--- config.mk ---
export PLATFORM = sky130hd
export DESIGN_NAME = bomber_player_ctrl_flat
export DESIGN_NICKNAME = d
export VERILOG_FILES = /design/src/rtl/bomber_player_ctrl_if.sv /design/src/rtl/bomber_player_ctrl.sv /design/src/flat_wrapper.sv
export SDC_FILE = /design/constraint.sdc
export NUM_CORES = 1
export LEC_CHECK = 0
export CAP_MARGIN = 20
export CORE_MARGIN = 2
export CORE_UTILIZATION = 51
export CTS_CLUSTER_DIAMETER = 200
export DETAILED_ROUTE_END_ITERATION = 8
export PLACE_DENSITY = 0.91
export SYNTH_ARGS = -nofsm -noshare
export SYNTH_HDL_FRONTEND = slang
export SYNTH_SLANG_ARGS = --single-unit
--- constraint.sdc ---
create_clock -name clk -period 6.3 [get_ports clk]
set_input_delay 1.26 -clock clk [delete_from_list [all_inputs] [get_ports clk]]
set_output_delay 1.26 -clock clk [all_outputs]
set_load 0.02 [all_outputs]
--- src/rtl/bomber_player_ctrl_if.sv ---
// Bomb placement request channel between the player controller and the bomb engine.
interface bomber_player_ctrl_if #(
    parameter int unsigned CW = 4,
    parameter int unsigned PW = 2
);
    logic          bomb_req_valid;
    logic          bomb_req_ready;
    logic [CW-1:0] bomb_req_x;
    logic [CW-1:0] bomb_req_y;
    logic [PW-1:0] bomb_req_player;

    modport master (
        output bomb_req_valid, bomb_req_x, bomb_req_y, bomb_req_player,
        input  bomb_req_ready
    );

    modport slave (
        input  bomb_req_valid, bomb_req_x, bomb_req_y, bomb_req_player,
        output bomb_req_ready
    );
endinterface

--- src/rtl/bomber_player_ctrl.sv ---
// Per-player movement and bomb-placement controller for the arena game core.
// Optional: define PLAYER_COLLISION_EN to make players block each other's moves.
module bomber_player_ctrl #(
    parameter int unsigned GRID_W        = 10,
    parameter int unsigned GRID_H        = 10,
    parameter int unsigned NUM_PLAYERS   = 2,
    parameter int unsigned MOVE_COOLDOWN = 2,
    parameter int unsigned MAX_BOMBS     = 1,
    localparam int unsigned CW = 4,
    localparam int unsigned PW = 2
) (
    input  logic                          clk,
    input  logic                          rst,
    input  logic                          tick,
    input  logic [3*NUM_PLAYERS-1:0]      cmd,
    input  logic [GRID_W*GRID_H-1:0]      wall_map,
    input  logic [GRID_W*GRID_H-1:0]      bomb_map,
    input  logic [NUM_PLAYERS-1:0]        bomb_done,
    output logic [CW*NUM_PLAYERS-1:0]     pos_x,
    output logic [CW*NUM_PLAYERS-1:0]     pos_y,
    bomber_player_ctrl_if.master          bomb_req,
    output logic [3*NUM_PLAYERS-1:0]      live_bombs
);

    localparam int unsigned CELLS = GRID_W * GRID_H;
    localparam int unsigned IW    = $clog2(CELLS);
    localparam int unsigned CDW   = 4;
    localparam int unsigned LW    = 3;

    typedef logic [CW-1:0] coord_t;
    typedef enum logic {REQ_IDLE, REQ_BUSY} req_state_e;

    coord_t           px_q [NUM_PLAYERS];
    coord_t           px_d [NUM_PLAYERS];
    coord_t           py_q [NUM_PLAYERS];
    coord_t           py_d [NUM_PLAYERS];
    logic [CDW-1:0]   cd_q [NUM_PLAYERS];
    logic [CDW-1:0]   cd_d [NUM_PLAYERS];
    logic [LW-1:0]    live_q [NUM_PLAYERS];
    logic [LW-1:0]    live_d [NUM_PLAYERS];
    coord_t           pend_x_q [NUM_PLAYERS];
    coord_t           pend_x_d [NUM_PLAYERS];
    coord_t           pend_y_q [NUM_PLAYERS];
    coord_t           pend_y_d [NUM_PLAYERS];
    logic [NUM_PLAYERS-1:0] pend_q, pend_d;

    req_state_e       state_q, state_d;
    coord_t           req_x_q, req_x_d, req_y_q, req_y_d;
    logic [PW-1:0]    req_player_q, req_player_d;
    logic [PW-1:0]    ptr_q, ptr_d;

    coord_t           tx [NUM_PLAYERS];
    coord_t           ty [NUM_PLAYERS];
    logic [NUM_PLAYERS-1:0] mv_ok, new_bomb, granted, cand;
    logic             hs;
    logic             in_range;
    logic [2:0]       op;
    int unsigned      rank, best_rank;

    function automatic logic [IW-1:0] cell_idx(input coord_t x, input coord_t y);
        return IW'(32'(y) * GRID_W + 32'(x));
    endfunction

    function automatic coord_t rst_x(input int p);
        case (p)
            1, 2:    return CW'(GRID_W - 2);
            default: return CW'(1);
        endcase
    endfunction

    function automatic coord_t rst_y(input int p);
        case (p)
            1, 3:    return CW'(GRID_H - 2);
            default: return CW'(1);
        endcase
    endfunction

    // Next-state: moves, bomb capture, live counts and request arbitration.
    always_comb begin
        px_d         = px_q;
        py_d         = py_q;
        cd_d         = cd_q;
        live_d       = live_q;
        pend_d       = pend_q;
        pend_x_d     = pend_x_q;
        pend_y_d     = pend_y_q;
        state_d      = state_q;
        req_x_d      = req_x_q;
        req_y_d      = req_y_q;
        req_player_d = req_player_q;
        ptr_d        = ptr_q;
        tx           = px_q;
        ty           = py_q;
        mv_ok        = '0;
        new_bomb     = '0;
        granted      = '0;
        cand         = '0;
        in_range     = 1'b0;
        op           = '0;
        rank         = 0;
        best_rank    = NUM_PLAYERS;
        hs           = (state_q == REQ_BUSY) && bomb_req.bomb_req_ready;

        // Players are evaluated in index order so lower indices claim a cell first.
        for (int p = 0; p < NUM_PLAYERS; p++) begin
            op       = cmd[3*p +: 3];
            in_range = 1'b0;
            case (op)
                3'd1: begin in_range = (py_q[p] != '0);                    ty[p] = py_q[p] - CW'(1); end
                3'd2: begin in_range = (32'(py_q[p]) + 32'd1 < GRID_H);    ty[p] = py_q[p] + CW'(1); end
                3'd3: begin in_range = (px_q[p] != '0);                    tx[p] = px_q[p] - CW'(1); end
                3'd4: begin in_range = (32'(px_q[p]) + 32'd1 < GRID_W);    tx[p] = px_q[p] + CW'(1); end
                default: ;
            endcase
            if (in_range && cd_q[p] == '0)
                mv_ok[p] = !wall_map[cell_idx(tx[p], ty[p])] && !bomb_map[cell_idx(tx[p], ty[p])];
`ifdef PLAYER_COLLISION_EN
            for (int q = 0; q < NUM_PLAYERS; q++) begin
                if (q != p && px_q[q] == tx[p] && py_q[q] == ty[p])
                    mv_ok[p] = 1'b0;
                if (q < p && mv_ok[q] && tx[q] == tx[p] && ty[q] == ty[p])
                    mv_ok[p] = 1'b0;
            end
`endif
            if (tick) begin
                if (cd_q[p] != '0)
                    cd_d[p] = cd_q[p] - CDW'(1);
                if (mv_ok[p]) begin
                    px_d[p] = tx[p];
                    py_d[p] = ty[p];
                    cd_d[p] = CDW'(MOVE_COOLDOWN);
                end
                if (op == 3'd5 && !pend_q[p] && !bomb_map[cell_idx(px_q[p], py_q[p])]
                    && 32'(live_q[p]) < MAX_BOMBS) begin
                    new_bomb[p] = 1'b1;
                    pend_d[p]   = 1'b1;
                    pend_x_d[p] = px_q[p];
                    pend_y_d[p] = py_q[p];
                end
            end
        end

        if (hs)
            ptr_d = (32'(req_player_q) + 32'd1 >= NUM_PLAYERS) ? '0 : req_player_q + PW'(1);

        // A handshake and a done pulse for the same player cancel out.
        for (int p = 0; p < NUM_PLAYERS; p++) begin
            granted[p] = hs && (req_player_q == PW'(p));
            if (granted[p])
                pend_d[p] = 1'b0;
            if (granted[p] && !bomb_done[p])
                live_d[p] = live_q[p] + LW'(1);
            else if (!granted[p] && bomb_done[p] && live_q[p] != '0)
                live_d[p] = live_q[p] - LW'(1);
        end

        cand = (pend_q & ~granted) | new_bomb;
        if (state_q == REQ_IDLE || hs) begin
            state_d = REQ_IDLE;
            for (int p = 0; p < NUM_PLAYERS; p++) begin
                rank = 32'(p) + NUM_PLAYERS - 32'(ptr_d);
                if (rank >= NUM_PLAYERS)
                    rank = rank - NUM_PLAYERS;
                if (cand[p] && rank < best_rank) begin
                    best_rank    = rank;
                    state_d      = REQ_BUSY;
                    req_x_d      = pend_q[p] ? pend_x_q[p] : px_q[p];
                    req_y_d      = pend_q[p] ? pend_y_q[p] : py_q[p];
                    req_player_d = PW'(p);
                end
            end
        end
    end

    always_ff @(posedge clk or posedge rst) begin
        if (rst) begin
            for (int p = 0; p < NUM_PLAYERS; p++) begin
                px_q[p]     <= rst_x(p);
                py_q[p]     <= rst_y(p);
                cd_q[p]     <= '0;
                live_q[p]   <= '0;
                pend_x_q[p] <= '0;
                pend_y_q[p] <= '0;
            end
            pend_q       <= '0;
            state_q      <= REQ_IDLE;
            req_x_q      <= '0;
            req_y_q      <= '0;
            req_player_q <= '0;
            ptr_q        <= '0;
        end else begin
            px_q         <= px_d;
            py_q         <= py_d;
            cd_q         <= cd_d;
            live_q       <= live_d;
            pend_x_q     <= pend_x_d;
            pend_y_q     <= pend_y_d;
            pend_q       <= pend_d;
            state_q      <= state_d;
            req_x_q      <= req_x_d;
            req_y_q      <= req_y_d;
            req_player_q <= req_player_d;
            ptr_q        <= ptr_d;
        end
    end

    assign bomb_req.bomb_req_valid  = (state_q == REQ_BUSY);
    assign bomb_req.bomb_req_x      = req_x_q;
    assign bomb_req.bomb_req_y      = req_y_q;
    assign bomb_req.bomb_req_player = req_player_q;

    always_comb begin
        pos_x      = '0;
        pos_y      = '0;
        live_bombs = '0;
        for (int p = 0; p < NUM_PLAYERS; p++) begin
            pos_x[CW*p +: CW]     = px_q[p];
            pos_y[CW*p +: CW]     = py_q[p];
            live_bombs[3*p +: 3]  = live_q[p];
        end
    end

endmodule
--- src/flat_wrapper.sv ---
// flat-port wrapper written by rule: the top's interface ports become plain ports
module bomber_player_ctrl_flat 
#(
    parameter int unsigned GRID_W        = 10,
    parameter int unsigned GRID_H        = 10,
    parameter int unsigned NUM_PLAYERS   = 2,
    parameter int unsigned MOVE_COOLDOWN = 2,
    parameter int unsigned MAX_BOMBS     = 1,
    localparam int unsigned CW = 4,
    localparam int unsigned PW = 2
)
  (clk, rst, tick, cmd, wall_map, bomb_map, bomb_done, pos_x, pos_y, live_bombs, bomb_req_bomb_req_valid, bomb_req_bomb_req_x, bomb_req_bomb_req_y, bomb_req_bomb_req_player, bomb_req_bomb_req_ready);
  bomber_player_ctrl_if bomb_req_i ();
  input  logic clk;
  input  logic rst;
  input  logic tick;
  input  logic [3*NUM_PLAYERS-1:0] cmd;
  input  logic [GRID_W*GRID_H-1:0] wall_map;
  input  logic [GRID_W*GRID_H-1:0] bomb_map;
  input  logic [NUM_PLAYERS-1:0] bomb_done;
  output logic [CW*NUM_PLAYERS-1:0] pos_x;
  output logic [CW*NUM_PLAYERS-1:0] pos_y;
  output logic [3*NUM_PLAYERS-1:0] live_bombs;
  output wire logic [$bits(bomb_req_i.bomb_req_valid)-1:0] bomb_req_bomb_req_valid;
  output wire logic [$bits(bomb_req_i.bomb_req_x)-1:0] bomb_req_bomb_req_x;
  output wire logic [$bits(bomb_req_i.bomb_req_y)-1:0] bomb_req_bomb_req_y;
  output wire logic [$bits(bomb_req_i.bomb_req_player)-1:0] bomb_req_bomb_req_player;
  input wire logic [$bits(bomb_req_i.bomb_req_ready)-1:0] bomb_req_bomb_req_ready;
  assign bomb_req_bomb_req_valid = bomb_req_i.bomb_req_valid;
  assign bomb_req_bomb_req_x = bomb_req_i.bomb_req_x;
  assign bomb_req_bomb_req_y = bomb_req_i.bomb_req_y;
  assign bomb_req_bomb_req_player = bomb_req_i.bomb_req_player;
  assign bomb_req_i.bomb_req_ready = bomb_req_bomb_req_ready;
  bomber_player_ctrl #(.GRID_W(GRID_W), .GRID_H(GRID_H), .NUM_PLAYERS(NUM_PLAYERS), .MOVE_COOLDOWN(MOVE_COOLDOWN), .MAX_BOMBS(MAX_BOMBS)) u_core (.clk(clk), .rst(rst), .tick(tick), .cmd(cmd), .wall_map(wall_map), .bomb_map(bomb_map), .bomb_done(bomb_done), .pos_x(pos_x), .pos_y(pos_y), .bomb_req(bomb_req_i), .live_bombs(live_bombs));
endmodule
# --- Word level (Yosys, flattened, before mapping) ---
# Index checks and enable logic that the tools add are counted.
classes:
  n_eq_ne: 11
  addsub: 28
  bitwise_logic: 4
  shift: 0
  n_mul: 4
  n_mux: 58
  n_reduce_logical: 63
  n_lt_le_gt_ge: 15
  div_mod_pow: 0
ops:
  columns: ["operator", "count"]
  rows:
  - ["32-bit two-way mux", 6]
  - ["32-bit by 4-bit less-than comparator with 1-bit output, second input constant", 4]
  - ["32-bit by 2-bit greater-or-equal comparator with 1-bit output, second input constant", 3]
  - ["32-bit by 2-bit subtractor with 32-bit output, second input constant", 2]
  - ["4-bit two-way mux", 12]
  - ["1-bit binary-select mux with 7-bit select", 6]
  - ["32-bit by 2-bit less-than comparator with 1-bit output, second input constant", 1]
  - ["32-bit less-than comparator", 1]
  - ["7-bit by 8-bit less-than comparator with 1-bit output, second input constant", 4]
  - ["4-bit one-hot mux with 2 select lines", 4]
  - ["7-bit by 4-bit adder with 7-bit output", 4]
  - ["4-bit by 3-bit multiplier with 6-bit output, second input constant", 4]
  - ["4-bit nonzero test", 6]
  - ["4-bit by 1-bit subtractor with 4-bit output, second input constant", 6]
  - ["1-bit logical AND", 21]
  - ["4-bit by 1-bit adder with 5-bit output, second input constant", 4]
  - ["1-bit two-way mux", 20]
  - ["2-bit AND reduction", 9]
  - ["2-bit nonzero test", 9]
  - ["4-bit by 1-bit adder with 4-bit output, second input constant", 4]
  - ["3-bit by 2-bit == test with 1-bit output, second input constant", 4]
  - ["3-bit == test, second input constant", 4]
  - ["1-bit zero test", 12]
  - ["3-bit two-way mux", 4]
  - ["18 further kinds", 29]
totals:
  ram_bits: 0
  mem_bits_ro: 0
  memories: 0
  word_cells: 202
  register_bits: 61
  latch_bits: 0

# --- Logic depth before layout (Yosys ltp) ---
# Gate-level depths: netlist of run 1.
logic_depth:
  depth_word: 17
  depth_mapped: 22
  ltp_nobuf: 19

# --- Worst setup path before layout of run 1 ---
# No wires, ideal clock.
synth_timing:
  kind: "input -> register"
  startpoint: "input cmd[4]"
  endpoint: "register u_core.px_q (netlist bit u_core.pos_x[5])"
  path_slack_ns: 0.061
  path_buffers: 2
  arrival_time_ns: 6.113
  path_stages: 18
  setup_ns: 0.125
  cell_sequence: "buf_2 -> nor3b_4 -> inv_2 -> fa_1 -> xnor2_1 -> nand3_1 -> o21ai_0 -> a221oi_1 -> inv_1 -> fa_1 -> xnor2_1 -> mux4_2 -> mux4_2 -> and3_1 -> nor4_2 -> or3_1 -> buf_4 -> mux2_4"
synth_lines:
  columns: ["element", "line", "rtl"]
  rows:
  - ["start: declaration", "flat_wrapper.sv:17", "input logic [3*NUM_PLAYERS-1:0] cmd;"]
  - ["end signal: indexed assignment", "bomber_player_ctrl.sv:178", "px_q[p] <= rst_x(p);"]
  - ["end signal: assignment", "bomber_player_ctrl.sv:192", "px_q <= px_d;"]
  - ["end: declaration", "bomber_player_ctrl.sv:33", "coord_t px_q [NUM_PLAYERS];"]

==> results by group, run 1 <==
CTS
  • Clock slew seen by the registers of the worst setup and hold paths: 0.05 ns
  • Worst skew pair latency: 0.34 ns
  • CTS tree: done
  • H-tree depth: 3
  • CTS Buffer Depth: 2
  • Clock sink total: 60
  • Root Driver: clkbuf_16
  • Cts hold-fix bufs: 0
  • CTS buffer count: 9
  • Post-CTS setup buffer count: 0

STA
  • Pins Over Slew Limit: 0
  • Fin crit period: 6.08 ns
  • Final period util: 0.966
  • Final setup fails: 0
  • Slew margin rel.: 0.203
  • Slew at the pin with the worst max-slew slack: 1.19 ns
  • Min Hold Slack: 0.477 ns
  • Clock skew: 0.00629 ns
  • FMAX: 0.164 GHz
  • Hold Vio Cnt, Final: 0
  • RSZ-0062 raised after global routing: false
  • Setup ws final: 0.217 ns

Synth
  • Ys async rst share: 1.00
  • Xor/xnor share of the synthesized area: 0.0482
  • Main combinational cell family by area after synthesis: multiplexers
  • Unique masters post-synth: 86
  • Gate count after technology mapping: 1016
  • Post-Synth Simple-Gate Area: 0.187
  • Post-synthesis compound-gate area fraction: 0.199
  • Sequential area share after synthesis: 0.167
  • Primary FF master, synth: dfrtp_1
  • Syn Area/Cell: 8.87 um2
  • Synth warn: 0
  • Post-synth EDFFs: 0
  • Multiplexer share of the synthesized area: 0.242
  • Adder-cell share of the synthesized area: 0.100
  • Post-Syn Area: 9010 um2
  • Register bit total from synthesis: 60

Worst setup path
  • Delay-heaviest family, CP: adder cells
  • Reg2reg path depth: 14
  • Startpoint Class: input pin
  • Critical path arrival: 6.30 ns
  • Slowest CP cell: fa_1
  • Critical Path RT: 6.52 ns
  • RR Endpoint: u_core.pos_y[6]
  • Crit-path most repeated cell: ha_1
  • Kind of critical path: input pin to flop
  • Max incr delay on CP: 0.45 ns
  • Crit. End Element: flop
  • FF-to-FF setup slack: 1.35 ns
  • CP bufs+invs: 5
  • Reg2reg start: u_core.pos_y[4]
  • Max FO, Critical Path: 12
  • Worst path cell trace: clkdlybuf4s50_1 > buf_4 > nand2b_1 > nor2_1 > inv_1 > ha_1 > a21o_1 > a21oi_1 > mux2i_1 > xnor2_1 > ha_1 > ha_1 > inv_1 > fa_1 > nor3b_1 > xor2_1 > xnor2_1 > buf_4 > a31oi_1 > o211a_1 > or2_2 > mux2_2

Global routing
  • Vias in the first global route: 10353
  • First-pass GRT wire length: 55.4 mm
  • Remaining Overflow, GRT: 0
  • Largest net degree at the start of global routing: 61
  • Tot GR Track Use: 0.387
  • Antenna violations before repair: 1

Placement
  • Setup slack at placement: -0.113 ns
  • GPL Wtd Cong: 1.04
  • Hpwl dp: 28.8 mm
  • PortBufs: 243

Finish
  • Most frequent cells in the layout: 243 x clkdlybuf4s50_1, 116 x nor2_1, 76 x mux4_2
  • Synth-to-layout area growth: 36.8%
  • Fill cells: 1304
  • Proportion of layout cells with a drive suffix above 1: 0.162
  • Nets: 1561
  • Commonest non-fill, non-tap cell in the layout: clkdlybuf4s50_1

Drt
  • Final wirelength: 35.9 mm
  • First-pass DRT Iterations: 8
  • WL/cell: 23.7 um
  • Final ANT Viol Nets: 0
  • Vias after detailed routing: 10126
  • Via density: 6.68
  • Number of DRC markers in iteration 0: 1026
  • Remaining DRCs: 0

Floorplan
  • Core Rows: 48
  • Initial core utilization: 0.521
  • Die width: 137 um
  • Die area: 18800 um2
  • Io pins: 245
  • Die Y: 137 um
  • Core ar.: 17300 um2

Status
  • Status: complete, no violations

Power and ir drop
  • VDD IR-drop max: 0.000337 V
  • Pwr dens: 606 nW/um2
  • Leakage: 4.94 nW

Worst hold path
  • Endpoint, Worst Hold: u_core.cd_q[7]
  • Hold wc startpoint: u_core.cd_q[7]
  • Hold Crit Class: flop to flop
  • Hold Path Depth: 1

Flow run
  • Max-Cap Viols: 0
## synth_stat cells (all sizes together) (5+ instances only)
library cell,instances,area share
o31ai,8,0.0067
mux2i,21,0.023
nor3,52,0.031
xnor2,32,0.031
buf,18,0.011
and3,6,0.0042
and2,15,0.010
a21boi,5,0.0042
o22ai,5,0.0035
a211oi,11,0.0092
a2111oi,14,0.014
nand2b,6,0.0042
nand2,60,0.025
a21oi,60,0.035
nand3,34,0.019
a21o,10,0.0083
inv,69,0.029
mux2,22,0.029
xor2,15,0.015
o21ai,54,0.030
ha,53,0.074
o21a,5,0.0042
o211ai,7,0.0058
nor2,118,0.050
nor3b,11,0.010
o2111ai,13,0.013
fa,12,0.027
o311ai,10,0.0097
o2111a,6,0.0075
dfrtp,56,0.16
clkbuf,36,0.015
mux4,76,0.19
nor2b,8,0.0056
a221oi,11,0.011
## power by group
| group | switching [W] | total [W] | internal (W) |
|---|---|---|---|
| sequential | 0.000231 | 0.000782 | 0.000551 |
| clock | 0.000180 | 0.000455 | 0.000275 |
| combinational | 0.00350 | 0.00624 | 0.00274 |
| total | 0.00391 | 0.00747 | 0.00356 |
## logic make-up after synthesis
kind of cell	count (synthesis)
buf+inv	124
xor+xnor	48
mux	119
fa+ha+maj	65
simple gates	341
compound gates	257
flops	60
other cells	2
## worst max-delay path by stage
stage,start,endpoint,slack (ns),cells past startpoint
after floorplan,cmd[4],u_core.pos_x[5],0.06,18
after global placement,cmd[5],u_core.pos_x[5],-0.09,19
after detailed placement,cmd[4],u_core.pos_y[6],-0.11,21
after CTS,cmd[4],u_core.pos_y[6],0.18,21
after global routing,cmd[4],u_core.pos_x[7],0.01,22
final,cmd[0],u_core.pos_y[3],0.22,22
## layout make-up
type,instances,area (um2),share of cell area
Sequential cell,60,1510,0.122
Inverter,70,263,0.0213
Timing Repair Buffer,308,2950,0.239
Clock buffer,10,239,0.0194
Tap cell,225,282,0.0228
Multi-Input combinational cell,835,7050,0.572
Clock inverter,6,40.0,0.00325
Antenna cell,1,2.50,0.000203
## state kept, by name, indices dropped and copies added, names as in the netlist, 2 cells and up
signal                      flops
u_core.live_bombs               6
u_core.bomb_req.bomb_req_x      4
u_core.pend_y_q                 8
u_core.pos_y                    8
u_core.pos_x                    8
u_core.bomb_req.bomb_req_y      4
u_core.ptr_q                    2
u_core.cd_q                     8
u_core.pend_q                   2
u_core.pend_x_q                 8
## metrics by stage
step / total power [W] / setup TNS (ns) / util / std cells / cell area, um2
finish: 0.00747 / 0 / 0.713 / 1515 / 12300
global route: 0.00789 / 0 / 0.713 / 1514 / 12300
CTS: 0.00726 / 0 / 0.711 / 1514 / 12300
detailed placement: 0.00675 / -0.744 / 0.695 / 1498 / 12000
global placement: 0.00665 / -0.422 / 0.695 / 1498 / 12000
floorplan: 0.00459 / 0 / - / 1019 / 9020
## timing repair
item,in CTS,in global routing
gates resized for setup,0,4
setup endpoints to repair,0,8
endpoints found under the hold margin,0,0
## per-layer routing
metal | vias up | part of all wire | track usage
met5 | - | 0 | 0
met4 | 0 | 0.065 | 0.224
met3 | 174 | 0.10 | 0.0856
met2 | 751 | 0.47 | 0.654
met1 | 4789 | 0.36 | 0.450
li1 | 4412 | - | -
## worst register-to-register path, delay by kind of cell (launching register included)
family	cells	cell delay, ns
XOR/XNOR	2	0.33
adder cells (fa/ha/maj)	3	1.07
buffers and inverters	2	0.43
flip-flops	1	0.55
multiplexers	4	1.63
AND/OR/NAND/NOR	3	0.81
No activity file was read; power rests on OpenSTA's default activity.
==> run 2, diff against run 1 <==
- RECOVER_POWER: unset -> 100
==> results by group, run 2 (same netlist as run 1, synthesis figures left out) <==
Drt
  • Number of DRC markers in iteration 0: 1132 (+10%)
  • Final wirelength: 35.9 mm (-0.17%)
  • WL/cell: 23.7 um (-0.17%)
  • Vias after detailed routing: 10159 (+0.33%)
  • Final ANT Viol Nets: 0 (unchanged)
  • Remaining DRCs: 0 (unchanged)
  • First-pass DRT Iterations: 9 (+1)
  • Via density: 6.71 (+0.33%)

Power and ir drop
  • Leakage: 4.94 nW (+0.14%)
  • VDD IR-drop max: 0.000339 V (+0.60%)
  • Pwr dens: 604 nW/um2 (-0.41%)

Floorplan
  • Die Y: 137 um (unchanged)
  • Die area: 18800 um2 (unchanged)
  • Io pins: 245 (unchanged)
  • Core ar.: 17300 um2 (unchanged)
  • Initial core utilization: 0.521 (unchanged)
  • Core Rows: 48 (unchanged)
  • Die width: 137 um (unchanged)

Global routing
  • Vias in the first global route: 10353 (unchanged)
  • Remaining Overflow, GRT: 0 (unchanged)
  • Antenna violations before repair: 1 (unchanged)
  • Largest net degree at the start of global routing: 61 (unchanged)
  • Tot GR Track Use: 0.387 (unchanged)
  • First-pass GRT wire length: 55.4 mm (unchanged)

Worst setup path
  • Max FO, Critical Path: 12 (unchanged)
  • Critical path arrival: 6.30 ns (about the same)
  • Critical Path RT: 6.52 ns (about the same)
  • Crit. End Element: flop
  • Kind of critical path: input pin to flop
  • Startpoint Class: input pin
  • Reg2reg path depth: 11 (-3)

Finish
  • Commonest non-fill, non-tap cell in the layout: clkdlybuf4s50_1
  • Post-route cell area: 12300 um2 (-0.19%)
  • Final Non-Filler Cells: 1515 (unchanged)
  • FF+latch area: 1510 um2 (unchanged)
  • Fill cells: 1309 (+0.38%)
  • Final Util: 0.712 (-0.00137)
  • Nets: 1561 (unchanged)
  • Area of the multi-input gates: 7040 um2 (-0.18%)
  • Most frequent cells in the layout: 210 x clkdlybuf4s50_1, 116 x nor2_1, 76 x mux4_2
  • Synth-to-layout area growth: 36.5%
  • Proportion of layout cells with a drive suffix above 1: 0.156 (-0.00621)

STA
  • Setup ws final: 0.218 ns (+0.00102 ns)
  • Setup tns final: 0 ns (unchanged)
  • Final period util: 0.965 (about the same)
  • Hold Vio Cnt, Final: 0 (unchanged)
  • Slew at the pin with the worst max-slew slack: 3.24 ns (+2.06 ns)
  • RSZ-0062 raised after global routing: false
  • Final setup fails: 0 (unchanged)
  • Fin crit period: 6.08 ns (-0.00102 ns)
  • Clock skew: 0.00660 ns (+0.000314 ns)
  • Pins Over Slew Limit: 87 (+87)
  • Slew margin rel.: -1.16 (-1.37)
  • FMAX: 0.164 GHz (about the same)

CTS
  • Root Driver: clkbuf_16
  • Clock slew seen by the registers of the worst setup and hold paths: 0.05 ns (about the same)
  • CTS Buffer Depth: 2 (unchanged)
  • H-tree depth: 3 (unchanged)
  • CTS buffer count: 9 (unchanged)
  • Worst skew pair latency: 0.34 ns (about the same)
  • Post-CTS setup buffer count: 0 (unchanged)
  • Clock sink total: 60 (unchanged)
  • CTS tree: done

Placement
  • PortBufs: 243 (unchanged)
  • DP Cell Count: 1498 (unchanged)
  • GPL Wtd Cong: 1.04 (unchanged)
  • Placed cell area: 12000 um2 (unchanged)
  • Setup slack at placement: -0.113 ns (unchanged)
  • Hpwl dp: 28.8 mm (unchanged)

Flow run
  • Max-Cap Viols: 2 (+2)

Status
  • Status: finished, violations left
  • Failing checks: capacitance limit, slew limit

Worst hold path
  • Hold Path Depth: 1 (unchanged)
  • Hold Crit Class: flop to flop
==> run 2: cell count changes in the layout (fill, tap and decap cells not counted), moves of 3 or more <==
| cell | delta |
|---|---|
| clkdlybuf4s50_1 | -33 |
| dlygate4sd3_1 | +33 |
| buf_4 | -3 |
| clkbuf_1 | +3 |
==> run 2: what timing repair did <==
item | 4_1_cts | 5_1_grt
resized for setup | 0 | 4
hold buffers | 0 | 0
endpoints found under the setup margin | 0 | 8
==> run 2: layout make-up <==
class,count,area share
clock buffers,10,0.0194
flip-flops and latches,60,0.122
well taps,225,0.0229
clock inverters,6,0.00325
multi-input cells,835,0.572
repair buffers,308,0.238
diodes,1,0.000203
inverters,70,0.0213
==> run 2: stage by stage <==
stage | power, W | hold slack [ns]
3_5_place_dp | 0.00675 | 0.461
2_1_floorplan | 0.00459 | 0.442
5_1_grt | 0.00784 | 0.506
4_1_cts | 0.00726 | 0.476
3_3_place_gp | 0.00665 | 0.453
6_report | 0.00743 | 0.482
==> run 2: power by group <==
group | leakage (nW) | internal [W] | switching [W]
registers | 0.737 | 0.000551 | 0.000228
logic | 4.07 | 0.00270 | 0.00349
clock network | 0.138 | 0.000275 | 0.000180
==> run 2: worst paths after layout <==
check | slack, ns | startpoint | endpoint
setup / recovery | 0.22 | cmd[0] | u_core.pos_y[3]
setup reg to reg | 0.60 | u_core.pos_x[0] | u_core.bomb_req.bomb_req_x[2]
max in group asynchronous | 1.62 | rst | u_core.pos_x[4]
min in group asynchronous | 2.61 | rst | u_core.live_bombs[4]
hold / removal | 0.48 | u_core.cd_q[7] | u_core.cd_q[7]
hold reg to reg | 0.48 | u_core.cd_q[7] | u_core.cd_q[7]
==> run 2: worst max-delay path, stage by stage <==
cell	delay, ns
clkdlybuf4s50_1	0.41
buf_4	0.18
nand2b_1	0.16
nor2_1	0.13
inv_1	0.10
ha_1	0.28
a21o_1	0.18
a21oi_1	0.20
mux2i_1	0.32
xnor2_1	0.27
ha_1	0.32
ha_1	0.19
inv_1	0.06
fa_1	0.45
nor3b_1	0.28
xor2_1	0.23
xnor2_1	0.09
buf_4	0.17
a31oi_1	0.24
o211a_1	0.23
or2_2	0.18
mux2_2	0.35
==> run 2: routing by layer <==
layer	GRT usage	share of wire	vias to the layer above
li1	-	-	4420
met1	0.450	0.36	4834
met2	0.654	0.48	720
met3	0.0856	0.098	185
met4	0.224	0.066	0
met5	0	0	-
